**src/rtl/rst_sequencer.sv**
```systemverilog
// Reset sequencer: synchronizes board reset release, stretches it, then releases
// up to four domains in staggered order; handles warm resets and a slow-mode enable.
module rst_sequencer #(
    parameter int SYNC_DEPTH = 2,
    parameter int STRETCH    = 16,
    parameter int STAGES     = 3,
    parameter int STAGE_GAP  = 4,
    parameter int DIV        = 1
) (
    input  logic              clk,
    input  logic              resetn,
    input  logic              sw_rst_req,
    input  logic              wdt_bite,
    output logic              sw_rst_ack,
    output logic [STAGES-1:0] rstn_o,
    output logic              rst_busy,
    output logic              clk_en,
    output logic [1:0]        rst_cause
);

    localparam logic [1:0] ST_ASSERT  = 2'd0;
    localparam logic [1:0] ST_STRETCH = 2'd1;
    localparam logic [1:0] ST_RELEASE = 2'd2;
    localparam logic [1:0] ST_RUN     = 2'd3;

    localparam int DW = (DIV > 1) ? $clog2(DIV) : 1;
    localparam logic [15:0]   STRETCH_LAST = 16'(STRETCH - 1);
    localparam logic [7:0]    GAP_LAST     = 8'(STAGE_GAP - 1);
    localparam logic [1:0]    STAGE_LAST   = 2'(STAGES - 1);
    localparam logic [DW-1:0] DIV_LAST     = DW'(DIV - 1);

    logic [SYNC_DEPTH-1:0] sync_q, sync_d;
    logic [1:0]            state_q, state_d;
    logic [15:0]           str_cnt_q, str_cnt_d;
    logic [7:0]            gap_cnt_q, gap_cnt_d;
    logic [1:0]            stage_q, stage_d;
    logic [1:0]            stage_nxt;
    logic [STAGES-1:0]     rstn_q, rstn_d;
    logic                  busy_q, busy_d;
    logic                  ack_q, ack_d;
    logic [1:0]            cause_q, cause_d;
    logic [DW-1:0]         div_cnt_q, div_cnt_d;
    logic                  en_q, en_d;

    assign stage_nxt = stage_q + 2'd1;

    always_comb begin
        sync_d    = {sync_q[SYNC_DEPTH-2:0], 1'b1};
        state_d   = state_q;
        str_cnt_d = str_cnt_q;
        gap_cnt_d = gap_cnt_q;
        stage_d   = stage_q;
        rstn_d    = rstn_q;
        cause_d   = cause_q;
        case (state_q)
            ST_ASSERT: begin
                rstn_d    = '0;
                str_cnt_d = '0;
                if (sync_q[SYNC_DEPTH-1]) state_d = ST_STRETCH;
            end
            ST_STRETCH: begin
                if (str_cnt_q == STRETCH_LAST) begin
                    rstn_d    = STAGES'(1);
                    gap_cnt_d = '0;
                    stage_d   = '0;
                    state_d   = (STAGES == 1) ? ST_RUN : ST_RELEASE;
                end else begin
                    str_cnt_d = str_cnt_q + 16'd1;
                end
            end
            ST_RELEASE: begin
                if (gap_cnt_q == GAP_LAST) begin
                    // rstn is a thermometer code: shifting in a 1 frees the next domain
                    rstn_d    = STAGES'({rstn_q, 1'b1});
                    gap_cnt_d = '0;
                    stage_d   = stage_nxt;
                    if (stage_nxt == STAGE_LAST) state_d = ST_RUN;
                end else begin
                    gap_cnt_d = gap_cnt_q + 8'd1;
                end
            end
            default: begin
                if (wdt_bite || sw_rst_req) begin
                    rstn_d  = '0;
                    state_d = ST_ASSERT;
                    cause_d = wdt_bite ? 2'b11 : 2'b10;
                end
            end
        endcase
        busy_d = ~&rstn_d;
        // ASSERT with a software cause only follows an accepted warm reset and lasts one cycle
        ack_d  = (state_q == ST_ASSERT) && (cause_q == 2'b10);
    end

    always_comb begin
        div_cnt_d = '0;
        if (rstn_d[0] && rstn_q[0])
            div_cnt_d = (div_cnt_q == DIV_LAST) ? '0 : div_cnt_q + 1'b1;
        en_d = rstn_d[0] && (div_cnt_d == DIV_LAST);
    end

    always_ff @(posedge clk or negedge resetn) begin
        if (!resetn) begin
            sync_q    <= '0;
            state_q   <= ST_ASSERT;
            str_cnt_q <= '0;
            gap_cnt_q <= '0;
            stage_q   <= '0;
            rstn_q    <= '0;
            busy_q    <= 1'b1;
            ack_q     <= 1'b0;
            cause_q   <= 2'b01;
            div_cnt_q <= '0;
            en_q      <= 1'b0;
        end else begin
            sync_q    <= sync_d;
            state_q   <= state_d;
            str_cnt_q <= str_cnt_d;
            gap_cnt_q <= gap_cnt_d;
            stage_q   <= stage_d;
            rstn_q    <= rstn_d;
            busy_q    <= busy_d;
            ack_q     <= ack_d;
            cause_q   <= cause_d;
            div_cnt_q <= div_cnt_d;
            en_q      <= en_d;
        end
    end

    assign rstn_o     = rstn_q;
    assign rst_busy   = busy_q;
    assign clk_en     = en_q;
    assign sw_rst_ack = ack_q;
    assign rst_cause  = cause_q;

endmodule

```
**config.mk**
```make
export PLATFORM = sky130hd
export DESIGN_NAME = rst_sequencer
export DESIGN_NICKNAME = d
export VERILOG_FILES = /design/src/rtl/rst_sequencer.sv
export SDC_FILE = /design/constraint.sdc
export NUM_CORES = 1
export LEC_CHECK = 0
export BUFFER_PORTS_ARGS = -buffer_cell sky130_fd_sc_hd__buf_2
export CORE_MARGIN = 3
export CORE_UTILIZATION = 60
export CTS_CLUSTER_DIAMETER = 100
export DETAILED_ROUTE_END_ITERATION = 6
export PLACE_DENSITY = 0.86
export SLEW_MARGIN = 20
export SYNTH_ARGS = -nofsm -noshare
export SYNTH_HDL_FRONTEND = slang
export SYNTH_SLANG_ARGS = --single-unit
```
**constraint.sdc**
```tcl
create_clock -name clk -period 5.75 [get_ports clk]
set_clock_uncertainty 0.05 [all_clocks]
set_input_delay 0.575 -clock clk [delete_from_list [all_inputs] [get_ports clk]]
set_output_delay 0.575 -clock clk [all_outputs]
set_load 0.01 [all_outputs]
```
==> out/summary.txt <==
Via density: 6.085
Synthesis-to-finish area growth: 6.599%
DR WL/cell: 14.94 um
Worst Setup Start Kind: flip-flop
Min Tclk post-route: 2.816 ns
Ys flop type: dfrtp_1
TNS Setup: 0 ns
Die ar.: 4010 um^2
# diodes: 0
Syn_nets: 201
Period utilisation layout: 48.97%
Peak supply drop: 0.2782 mV
Synth Cell Area: 1972 um^2
Placeable Area: 3103 um^2
Vias in the first global route: 1556
Max cap viols: 0
Pwr Total: 770.6 uW
Worst Reg-to-Reg Cells: 6
Placed cell count: 240
Pwr per Cell Area: 366.6 nW/um^2
Arrival time at the worst endpoint: 3.01 ns
Post-route ant nets: 0
CTS tree: yes
Crit Path Category: flip-flop to flip-flop
Routability cong.: 0.7965
Post-Syn Instances: 189
Tightest Pin Transition: 0.8042 ns
Max clock buf depth: 2
Starting DRT DRC Count: 85
Top cells by count, synth: dfrtp_1 (35), nand2_1 (20), nand3_1 (15), nor2_1 (14), o21ai_0 (12)
CTS Hold Bufs: 0
Worst Hold Class: input port to async pin
FF+latch area: 928.4 um^2
DRC errors left: 0
Sinks on Clock Net: 37
Die Y: 63.33 um
Multi-input gate area: 998.5 um^2
Final #Nets: 215
Area fraction of the dominant cell type after synthesis: 44.42%
Sequential fraction of the synthesis area: 47.08%
# fillers: 272
PortBufs: 11
Slew headroom: 46.38%
Post-synth EDFFs: 0
Post-CTS resize count: 0
# IOs: 12
GR Overflow Total: 0
Worst EP required: 5.94 ns
Post-synth cell types: 51
First-pass GRT wire length: 6789 um
Initial antenna violation count: 0
Top post-synthesis cells by area: dfrtp_1 (44%), ha_1 (5.1%), nand2_1 (3.8%), nand3_1 (3.8%), o31ai_1 (3.4%)
Worst-Skew Late Latency: 0.35 ns
Clock buffer count from CTS: 5
Clock root cell: clkbuf_4
Count leader, synth: dfrtp_1
Syn avg cell area: 10.43 um^2
Register bit total from synthesis: 37
Layout cell share with drive strength beyond 1: 16.67%
Htree depth: 2
Placed cell area: 2052 um^2
Final cell count without fillers: 248
Largest net degree at the start of global routing: 38
Lkg Pwr: 0.9341 nW
Initial Util: 63.55%
RR Endpoint: gap_cnt_q[5]
Synth async-reset ratio: 100.0%
Setup Fix Bufs, Post-CTS: 0
Final Setup Violations: 0
Cell taking the most area after synthesis: dfrtp_1
Outcome: finished clean
F_max: 355.1 MHz
Final hold vios: 0
Vias after detailed routing: 1509
DIE WIDTH: 63.33 um
Clk pin slew, worst setup/hold paths: 0.11 ns
Total GRT Usage: 21.33%
Max Slew Vio Count: 0
Cell area after layout: 2102 um^2
Crit end category: flip-flop
Worst flop-to-flop path startpoint: str_cnt_q[0]
R2R setup slack: 2.93 ns
Num rows: 20
RSZ-0062 raised after global routing: false
Total number of yosys warnings: 0
Hpwl dp: 2645 um
Drt pass-1 iters: 4
Crit-path max FO: 12
WL final: 3706 um
==> registers in the layout, summed over array words and instances, names as in the netlist <==
| name | flops |
|---|---|
| rst_busy | 1 |
| sw_rst_ack | 1 |
| sync_q | 2 |
| rst_cause | 2 |
| str_cnt_q | 16 |
| state_q | 2 |
| gap_cnt_q | 8 |
| stage_q | 2 |
| rstn_o | 3 |
==> area by class of cell <==
cell class,instances,share of cell area (%)
flip-flops and latches,37,44.17
inverters,4,0.7143
well taps,44,2.619
multi-input cells,144,47.50
clock buffers,7,2.143
clock inverters,1,0.2381
repair buffers,11,2.619
==> power by group <==
group	leakage [nW]	switching [mW]	internal [mW]
Sequential	0.492	0.0321	0.295
Clock	0.0293	0.0826	0.0477
Combinational	0.413	0.191	0.122
Total	0.934	0.305	0.465
==> cell families after synthesis <==
family | share of synthesized area (%)
flops | 47.08
buf+inv | 2.284
simple gates | 22.59
mux | 3.363
compound gates | 16.75
xor+xnor | 2.665
fa+ha+maj | 5.076
other cells | 0.1902
==> cells in the final DEF, fill, tap and decap left out, types with 2 or more instances in the layout <==
master     n
and2_1     2
and3_1     2
buf_2     11
clkbuf_1   2
clkbuf_4   5
dfrtp_1   35
dfstp_2    2
ha_1       8
inv_1      4
mux2i_1    4
nand2_1   20
nand2b_1   4
nand3_1   15
nand4_1    4
nor2_1    14
nor2b_1    2
nor3_1     5
nor4_1     3
o211ai_1   2
o21ai_0   12
o21ai_1    3
o21ai_2    2
o311ai_0   2
o31ai_1    9
xnor2_1    5
==> stage by stage <==
stage / hold WS, ns / utilization (%) / setup WS [ns]
after floorplan: 0.2294 / - / 3.608
after global placement: 0.2868 / 66.13 / 3.069
after detailed placement: 0.2911 / 66.13 / 2.958
after CTS: 0.2638 / 67.74 / 2.939
after global routing: 0.3019 / 67.74 / 2.742
final: 0.2508 / 67.74 / 2.934
==> how the worst max path moves through the flow <==
stage                            start           end  slack (ns)
after floorplan           str_cnt_q[0]    state_q[1]        3.61
after global placement    str_cnt_q[0]  gap_cnt_q[5]        3.07
after detailed placement  str_cnt_q[0]  gap_cnt_q[3]        2.96
after CTS                 str_cnt_q[0]  gap_cnt_q[5]        2.94
after global routing      str_cnt_q[0]  gap_cnt_q[7]        2.74
final                     str_cnt_q[0]  gap_cnt_q[5]        2.93
==> critical path, cell delays in order, from the launching register on <==
cell      delay [ns]
dfrtp_1         0.42
ha_1            0.21
or4b_4          0.50
o41ai_4         0.67
o21ai_2         0.31
nand2b_4        0.26
o41ai_2         0.29
==> metal layers <==
metal / global-route usage, % / part of all wire, %
met1: 25.96 / 42
met3: 5.882 / 4.5
met5: 0 / 0
met4: 8.086 / 1.0
met2: 35.85 / 52
(Power assumes the default switching activity.)
